[config.mk]
export PLATFORM = sky130hd
export DESIGN_NAME = lisa_uart_rxn
export DESIGN_NICKNAME = d
export VERILOG_FILES = /design/src/rtl/lisa_uart_pkg.sv /design/src/rtl/lisa_sync_fifo.sv /design/src/rtl/lisa_uart_rxn.sv
export SDC_FILE = /design/constraint.sdc
export NUM_CORES = 1
export LEC_CHECK = 0
export ABC_CLOCK_PERIOD_IN_PS = 4000
export CAP_MARGIN = 20
export CELL_PAD_IN_SITES_DETAIL_PLACEMENT = 1
export CELL_PAD_IN_SITES_GLOBAL_PLACEMENT = 2
export CORE_ASPECT_RATIO = 1.4
export CORE_MARGIN = 2
export CORE_UTILIZATION = 45
export CTS_CLUSTER_SIZE = 12
export DETAILED_ROUTE_END_ITERATION = 16
export PLACE_DENSITY_LB_ADDON = 0.3
export SLEW_MARGIN = 5
export SYNTH_ARGS = -nofsm -noshare
export SYNTH_HDL_FRONTEND = slang
export SYNTH_HIERARCHICAL = 1
export SYNTH_SLANG_ARGS = --single-unit
[constraint.sdc]
create_clock -name clk -period 4 [get_ports clk]
set_clock_uncertainty 0.2 [all_clocks]
set_input_delay 0.8 -clock clk [delete_from_list [all_inputs] [get_ports clk]]
set_output_delay 0.8 -clock clk [all_outputs]
set_load 0.005 [all_outputs]
[src/rtl/lisa_uart_pkg.sv]
// Shared definitions for the LISA parametrised UART receiver and transmitter:
// receiver FSM states, parity modes and the 3-sample majority vote.
package lisa_uart_pkg;

    typedef enum logic [2:0] {
        ST_IDLE,
        ST_START,
        ST_DATA,
        ST_PAR,
        ST_STOP,
        ST_BREAK
    } rx_state_e;

    localparam int unsigned PAR_NONE = 0;
    localparam int unsigned PAR_ODD  = 1;
    localparam int unsigned PAR_EVEN = 2;

    function automatic logic majority3(input logic a, input logic b, input logic c);
        return (a & b) | (a & c) | (b & c);
    endfunction

endpackage

[src/rtl/lisa_sync_fifo.sv]
// First-word fall-through synchronous FIFO with level/full/empty status.
// A write into a full FIFO is accepted only when a read happens in the same cycle.
module lisa_sync_fifo #(
    parameter int unsigned WIDTH = 8,
    parameter int unsigned DEPTH = 4
) (
    input  logic                     clk,
    input  logic                     rst_n,
    input  logic                     wr_en,
    input  logic [WIDTH-1:0]         wr_data,
    input  logic                     rd_en,
    output logic [WIDTH-1:0]         rd_data,
    output logic [$clog2(DEPTH):0]   level,
    output logic                     full,
    output logic                     empty,
    output logic                     wr_drop
);
    localparam int unsigned AW = $clog2(DEPTH);

    logic [AW:0]      wr_ptr_q, wr_ptr_d;
    logic [AW:0]      rd_ptr_q, rd_ptr_d;
    logic [WIDTH-1:0] mem_q [DEPTH];
    logic [WIDTH-1:0] mem_d [DEPTH];
    logic             do_wr, do_rd;

    always_comb begin
        level    = wr_ptr_q - rd_ptr_q;
        empty    = (wr_ptr_q == rd_ptr_q);
        full     = (level == (AW+1)'(DEPTH));
        do_rd    = rd_en & ~empty;
        do_wr    = wr_en & (~full | do_rd);
        wr_drop  = wr_en & ~do_wr;
        wr_ptr_d = wr_ptr_q + (AW+1)'(do_wr);
        rd_ptr_d = rd_ptr_q + (AW+1)'(do_rd);
        mem_d    = mem_q;
        if (do_wr) begin
            mem_d[wr_ptr_q[AW-1:0]] = wr_data;
        end
        rd_data  = empty ? '0 : mem_q[rd_ptr_q[AW-1:0]];
    end

    always_ff @(posedge clk or negedge rst_n) begin
        if (!rst_n) begin
            wr_ptr_q <= '0;
            rd_ptr_q <= '0;
            for (int unsigned i = 0; i < DEPTH; i++) begin
                mem_q[i] <= '0;
            end
        end else begin
            wr_ptr_q <= wr_ptr_d;
            rd_ptr_q <= rd_ptr_d;
            mem_q    <= mem_d;
        end
    end

endmodule

[src/rtl/lisa_uart_rxn.sv]
// Parametrised UART receiver: 16x oversampling with majority vote at mid-bit,
// optional parity, 1/2 stop bits, sticky error flags and an FWFT receive FIFO.
module lisa_uart_rxn
    import lisa_uart_pkg::*;
#(
    parameter int unsigned DATA_BITS  = 8,
    parameter int unsigned PARITY     = 0,
    parameter int unsigned STOP_BITS  = 1,
    parameter int unsigned FIFO_DEPTH = 4
) (
    input  logic                          clk,
    input  logic                          rst_n,
    input  logic                          baud_ref,
    input  logic                          rxd,
    input  logic                          rd,
    output logic [DATA_BITS-1:0]          d,
    output logic                          data_avail,
    output logic                          fifo_full,
    output logic [$clog2(FIFO_DEPTH):0]   fifo_level,
    output logic                          parity_err,
    output logic                          frame_err,
    output logic                          overrun,
    input  logic                          clr_err
);
    logic                 rxd_s1_q, rxd_s2_q;
    rx_state_e            state_q, state_d;
    logic [3:0]           tick_q, tick_d;
    logic [1:0]           hist_q, hist_d;
    logic [3:0]           bit_q, bit_d;
    logic [DATA_BITS-1:0] shift_q, shift_d;
    logic                 parity_err_q, parity_err_d;
    logic                 frame_err_q, frame_err_d;
    logic                 overrun_q, overrun_d;
    logic                 mid_sample, sample;
    logic                 push, par_bad, stop_bad;
    logic                 fifo_drop, fifo_empty;

    always_ff @(posedge clk or negedge rst_n) begin
        if (!rst_n) begin
            rxd_s1_q <= 1'b1;
            rxd_s2_q <= 1'b1;
        end else begin
            rxd_s1_q <= rxd;
            rxd_s2_q <= rxd_s1_q;
        end
    end

    // tick_q == 8 on a tick is position 9 of the bit; hist_q holds the two prior ticks' samples.
    always_comb begin
        mid_sample = baud_ref & (tick_q == 4'd8);
        sample     = majority3(hist_q[1], hist_q[0], rxd_s2_q);
    end

    always_comb begin
        state_d  = state_q;
        tick_d   = tick_q;
        hist_d   = hist_q;
        bit_d    = bit_q;
        shift_d  = shift_q;
        push     = 1'b0;
        par_bad  = 1'b0;
        stop_bad = 1'b0;
        if (baud_ref) begin
            tick_d = tick_q + 4'd1;
            hist_d = {hist_q[0], rxd_s2_q};
        end
        unique case (state_q)
            ST_IDLE: begin
                if (baud_ref && !rxd_s2_q) begin
                    state_d = ST_START;
                    tick_d  = '0;
                end
            end
            ST_START: begin
                if (mid_sample) begin
                    state_d = sample ? ST_IDLE : ST_DATA;
                    bit_d   = '0;
                end
            end
            ST_DATA: begin
                if (mid_sample) begin
                    shift_d = {sample, shift_q[DATA_BITS-1:1]};
                    bit_d   = bit_q + 4'd1;
                    if (bit_q == 4'(DATA_BITS-1)) begin
                        bit_d   = '0;
                        state_d = (PARITY != PAR_NONE) ? ST_PAR : ST_STOP;
                    end
                end
            end
            ST_PAR: begin
                if (mid_sample) begin
                    par_bad = (PARITY == PAR_EVEN) ? ((^shift_q) != sample)
                                                   : ((^shift_q) == sample);
                    state_d = ST_STOP;
                end
            end
            ST_STOP: begin
                if (mid_sample) begin
                    if (!sample) begin
                        stop_bad = 1'b1;
                        state_d  = ST_BREAK;
                    end else if (bit_q == 4'(STOP_BITS-1)) begin
                        push    = 1'b1;
                        state_d = ST_IDLE;
                    end else begin
                        bit_d = bit_q + 4'd1;
                    end
                end
            end
            ST_BREAK: begin
                if (rxd_s2_q) begin
                    state_d = ST_IDLE;
                end
            end
            default: state_d = ST_IDLE;
        endcase

        parity_err_d = (parity_err_q & ~clr_err) | par_bad;
        frame_err_d  = (frame_err_q  & ~clr_err) | stop_bad;
        overrun_d    = (overrun_q    & ~clr_err) | fifo_drop;
    end

    always_ff @(posedge clk or negedge rst_n) begin
        if (!rst_n) begin
            state_q      <= ST_IDLE;
            tick_q       <= '0;
            hist_q       <= '1;
            bit_q        <= '0;
            shift_q      <= '0;
            parity_err_q <= 1'b0;
            frame_err_q  <= 1'b0;
            overrun_q    <= 1'b0;
        end else begin
            state_q      <= state_d;
            tick_q       <= tick_d;
            hist_q       <= hist_d;
            bit_q        <= bit_d;
            shift_q      <= shift_d;
            parity_err_q <= parity_err_d;
            frame_err_q  <= frame_err_d;
            overrun_q    <= overrun_d;
        end
    end

    lisa_sync_fifo #(
        .WIDTH (DATA_BITS),
        .DEPTH (FIFO_DEPTH)
    ) u_fifo (
        .clk     (clk),
        .rst_n   (rst_n),
        .wr_en   (push),
        .wr_data (shift_q),
        .rd_en   (rd),
        .rd_data (d),
        .level   (fifo_level),
        .full    (fifo_full),
        .empty   (fifo_empty),
        .wr_drop (fifo_drop)
    );

    always_comb begin
        data_avail = ~fifo_empty;
        parity_err = parity_err_q;
        frame_err  = frame_err_q;
        overrun    = overrun_q;
    end

endmodule

After elaboration in Yosys (flattened, before gate mapping). Cells that the tools add are included.

$add $sub $neg: 5. $lt $le $gt $ge: 3. Eq/ne operators: 20. Mux-type cells: 37. Bitwise operators: 22. Reductions and logical operators: 10.

Operators with widths (number): 2-to-1 mux 4 bit (9); bitwise mux 32 bit (1); 2-to-1 mux 8 bit (4); 2-to-1 mux 3 bit (9); != test 2 bit, second input constant (9); one-hot mux 3 bit (6 select lines) (1); binary-select mux 8 bit (select 2 bit) (1); demux 8 bit (select 2 bit) (1); one-hot mux 4 bit (3 select lines) (1); bitwise AND 1 bit (10); == test 3 bit, second input constant (3); 2-to-1 mux 1 bit (9); adder 4 x 1 -> 4 bit, second input constant (2); AND reduction 8 bit (1); XOR reduction 8 bit (1); adder 3 x 1 -> 3 bit (2); == test 3 x 2 -> 1 bit, second input constant (2); >= comparator 3 bit, second input constant (2); inverter 2 -> 3 bit (2); OR 1 bit (6); AND reduction 6 bit (1); == test 4 x 3 -> 1 bit, second input constant (1); == test 4 bit, second input constant (1); logical NOT 4 bit (1); other kinds (13) (17).

Register bits: 64. Input port bits: 6. Logic and storage cells: 113.

Logic depth before layout (Yosys ltp). Gate-level depths: netlist of run 1.

Word-level depth: 10. Mapped depth: 12.

Modules after synthesis. Netlist of run 1, hierarchy kept.

Modules (own cells, without submodules): lisa_sync_fifo (times used 1, cells an instance 124, area an instance 1938.1 um2, seq. area each 950.9 um2); lisa_uart_rxn (times used 1, cells an instance 122, area an instance 1408.9 um2, seq. area each 655.6 um2).

Worst setup path before layout of run 1. No wires, ideal clock.

Path kind: input-to-reg. Start point: input baud_ref. End point: register u_fifo.wr_ptr_q[2]. Setup time: 79 ps. Data arrival time: 2694 ps. Required time: 3721 ps. Slack: 1027 ps. Stages: 11. Buffers on the path: 4. Path through: buf_4 -> and4b_1 -> buf_2 -> nand3_1 -> nor2_1 -> clkbuf_1 -> clkbuf_1 -> a21boi_0 -> ha_1 -> ha_1 -> xor2_1.

Longest elaborated chain between the ends: 5.

RTL lines: from (decl) (RTL line lisa_uart_rxn.sv:13) `input logic baud_ref,`; bitwise AND 1 bit (RTL line lisa_uart_rxn.sv:50) `mid_sample = baud_ref & (tick_q == 4'd8);`; 2-to-1 mux 1 bit (RTL line lisa_uart_rxn.sv:98) `if (mid_sample) begin`; 2-to-1 mux 1 bit (RTL line lisa_uart_rxn.sv:67) `unique case (state_q)`; net push (RTL line lisa_uart_rxn.sv:35) `logic push, par_bad, stop_bad;`; bitwise AND 1 bit (RTL line lisa_sync_fifo.sv:31) `do_wr = wr_en & (~full | do_rd);`; adder 3 x 1 -> 3 bit (RTL line lisa_sync_fifo.sv:33) `wr_ptr_d = wr_ptr_q + (AW+1)'(do_wr);`; net u_fifo.wr_ptr_d[2] (RTL line lisa_sync_fifo.sv:20) `logic [AW:0] wr_ptr_q, wr_ptr_d;`; to (signal assigned) (RTL line lisa_sync_fifo.sv:50) `wr_ptr_q <= wr_ptr_d;`; to (decl) (RTL line lisa_sync_fifo.sv:20).

The timed path passes the listed nets, and every way through them passes these cells. A chain may end at the register's enable or synchronous reset.

Worst setup path after layout of run 1.
Start point: register u_fifo.wr_ptr_q[0]. End point: output fifo_full.

Longest elaborated chain between the ends: 2.

RTL lines: subtractor 3 bit (RTL line lisa_sync_fifo.sv:27) `level = wr_ptr_q - rd_ptr_q;`; == test 3 bit (RTL line lisa_sync_fifo.sv:29) `full = (level == (AW+1)'(DEPTH));`; to (decl) (RTL line lisa_uart_rxn.sv:18) `output logic fifo_full,`.

Every way passes these cells.

==> summary.txt, run 1 <==
status - complete, no violations
DRT iter0 DRCs - 108
nature of the critical path endpoint - output port
Max Used Layer - met4
clk_lat worst skew - 0.34 ns
Finish-stage setup viols - 0
CP Max Fanout - 7
share of the yosys chip area belonging to registers - 48.0%
vias in the first global route - 2330
Metal-1 WL - 3.25 mm
Final Hold Viols - 0
pin count of the biggest net entering global routing - 33
Most used DFF post-synth - dfrtp_1
Startpoint Class - register
# hold bufs at CTS - 0
antenna violations before repair - 0
diode count - 0
IO Port Bufs - 21
Non-Filler Instances - 376
Clock Tree Buf Depth - 2
Fmax achieved - 261 MHz
async set-reset flop share out of synthesis - 100%
placed cells - 360
worst vdd ir - 263 uV
setup TNS - 0 ns
# DRC - 0
vias per inst - 5.82
TritonCTS clock tree - yes
Yosys reg bits - 64
Crit Path Class - register to output port
core area - 7270 sq um
Initial Util - 46.0%
area grow syn2layout - 16.7%
RSZ-0062 raised after global routing - false
Die ar. - 8150 sq um
Mean Syn Cell Area - 13.6 sq um
routability cong. - 0.729
area leader, netlist - dfrtp_1
Pint - 1.42 mW
crit share post-route - 95.9%
total global routing overflow - 0
met3 wire length - 214 um
Worst Hold Depth - 0
Sw Pwr - 0.771 mW
first-pass GRT wire length - 12.6 mm
WL final - 7.58 mm
Seq pwr share - 37.3%
post-synthesis cell area - 3350 sq um
EDFF count, synth - 0
filler cell count - 739
Die Y-Extent - 106 um
Clock transition at path regs - 0.07 ns
Slew HR - 54.3%
yosys warns - 6
Pwr Density - 562 nW/um^2
Die Wd - 76.9 um
Cells after Synth - 246
WL/cell - 20.2 um
CTS Sinks - 64
H-tree Lvls - 3
combinational group share of total power - 34.0%
worst-margin pin slew - 0.680 ns
CTS Buf Count - 9
Min-Delay Path Class - register to register
Yosys top cell area share - 44.9%
drt pass-1 iters - 4
Net Sw Frac - 35.2%
Layout Nets - 291
largest cells by area after synthesis - dfrtp_1, a32o_2, mux4_2
ratio of cells with drive above 1 in the final layout - 32.3%
WP data required - 3.00 ns
fin crit period - 3.84 ns
met2 wire length - 4.04 mm
ANT nets after route - 0
syn nets - 263
hpwl dp - 5.19 mm
Total GRT Usage - 20.4%
# rows - 37
maxcap violations - 0
reg2reg path depth - 8
io pins - 22
max-slew violation count - 0
root buffer cell - clkbuf_8
via count - 2189
leakage power - 1.89 nW
Worst EP arrival - 2.84 ns
Clk pwr share - 28.8%
Synth cell types - 57
[cells by family (layout without fill, tap and decap cells)]
family	after synthesis	after routing	synth area share, %
AO/OA/AOI/OAI	60	60	20.3
XOR/XNOR	16	16	5.08
adder cells (fa/ha/maj)	12	12	4.64
buffers and inverters	26	59	3.63
flip-flops	64	64	48.0
multiplexers	21	21	9.72
AND/OR/NAND/NOR	47	47	8.64
[per-stage QoR]
step | utilization (%) | hold WS [ns] | setup WS [ns] | area [sq um] | power (mW)
5_1_grt | 53.7 | 0.173 | 0.0271 | 3910 | 2.33
3_5_place_dp | 50.5 | 0.154 | 0.247 | 3670 | 1.58
2_1_floorplan | - | 0.145 | 1.03 | 3350 | 1.35
4_1_cts | 53.7 | 0.169 | 0.137 | 3900 | 2.22
3_3_place_gp | 50.5 | 0.150 | 0.333 | 3670 | 1.56
6_report | 53.7 | 0.166 | 0.164 | 3910 | 2.19
[registers in the layout (all words and copies together), names as in the netlist]
register and cells:
u_fifo/mem_q 32, u_fifo/rd_ptr_q 3, hist_q 2, overrun 1, shift_q 8, rxd_s1_q 1
parity_err 1, tick_q 4, frame_err 1, state_q 3, rxd_s2_q 1, bit_q 4
u_fifo/wr_ptr_q 3
[timing repair]
| action | in CTS | in global routing |
|---|---|---|
| pin swaps | 0 | 0 |
| endpoints found under the setup margin | 9 | 1 |
| gates resized for setup | 1 | 1 |
| buffers inserted | 0 | 0 |
[area by class of cell]
type | count | area [sq um] | area share, %
clock buffer | 10 | 138 | 3.52
clock inverter | 6 | 92.6 | 2.37
inverter | 15 | 61.3 | 1.57
multi-input combinational | 156 | 1630 | 41.7
sequential | 64 | 1610 | 41.1
tap | 97 | 121 | 3.11
timing repair buffer | 28 | 258 | 6.60
[synth_stat cells, drive strengths merged (2+ instances only)]
library cell  count
o21ai             4
xnor2             8
a21o              2
nand3             5
dfstp             4
ha               10
a32oi             2
a211oi            5
mux2             12
xor2              6
nor4              2
nand2             6
nor3b             2
a32o             32
nor2b             8
clkbuf            5
o2111ai           4
dfrtp            60
nand2b            3
a22o              2
buf               6
mux4              8
inv              15
nor2             10
nor4b             2
[routing by layer]
layer / vias to the layer above / GRT usage (%)
met5: - / 0
met4: 0 / 7.79
met3: 7 / 3.06
met2: 37 / 36.1
met1: 1136 / 24.9
li1: 1009 / -
[power groups by stage]
stage                     Combinational (mW)  Clock, mW  Sequential (mW)
after global placement                 0.737          0            0.827
after floorplan                        0.564          0            0.782
after CTS                              0.754      0.644            0.818
after global routing                   0.822      0.670            0.834
after detailed placement               0.751          0            0.830
final                                  0.745      0.631            0.817
[worst paths after layout]
kind	startpoint	to	slack, ns
max	u_fifo/wr_ptr_q[0]	fifo_full	0.16
min reg2reg	rxd_s1_q	rxd_s2_q	0.17
max reg2reg	u_fifo/wr_ptr_q[0]	u_fifo/mem_q[6]	1.05
min in group asynchronous	rst_n	bit_q[1]	0.29
max in group asynchronous	rst_n	overrun	2.54
min	rxd_s1_q	rxd_s2_q	0.17
[cell usage in the layout, fill, tap and decap left out, types with 3 or more instances in the layout]
cell type,n
a211oi_4,4
a32o_2,32
buf_4,7
clkbuf_8,10
clkdlybuf4s50_1,20
dfrtp_1,60
dfstp_2,4
ha_1,10
inv_1,13
mux2_1,10
mux4_2,8
nand2_1,6
nand2b_1,3
nand3_1,4
nor2_1,8
nor2b_1,8
o2111ai_2,4
xnor2_1,8
xor2_1,6
[worst max-delay path: stages, from the launching register on]
cell and delay (ns):
dfrtp_1 0.55, inv_1 0.25, ha_1 0.27, fa_1 0.37, xor3_2 0.26, nand3_4 0.14
inv_6 0.14, clkdlybuf4s50_1 0.52
(Power assumes the default switching activity.)
==> inputs of run 2 (changes only) <==
--- a/config.mk
+++ b/config.mk
@@ -5,6 +5,7 @@
 export SDC_FILE = /design/constraint.sdc
 export NUM_CORES = 1
 export LEC_CHECK = 0
+export ABC_AREA = 0
 export ABC_CLOCK_PERIOD_IN_PS = 4000
 export CAP_MARGIN = 20
 export CELL_PAD_IN_SITES_DETAIL_PLACEMENT = 1
==> results of run 2 <==
No change in the layout: final DEF, timing and power equal those of run 1.
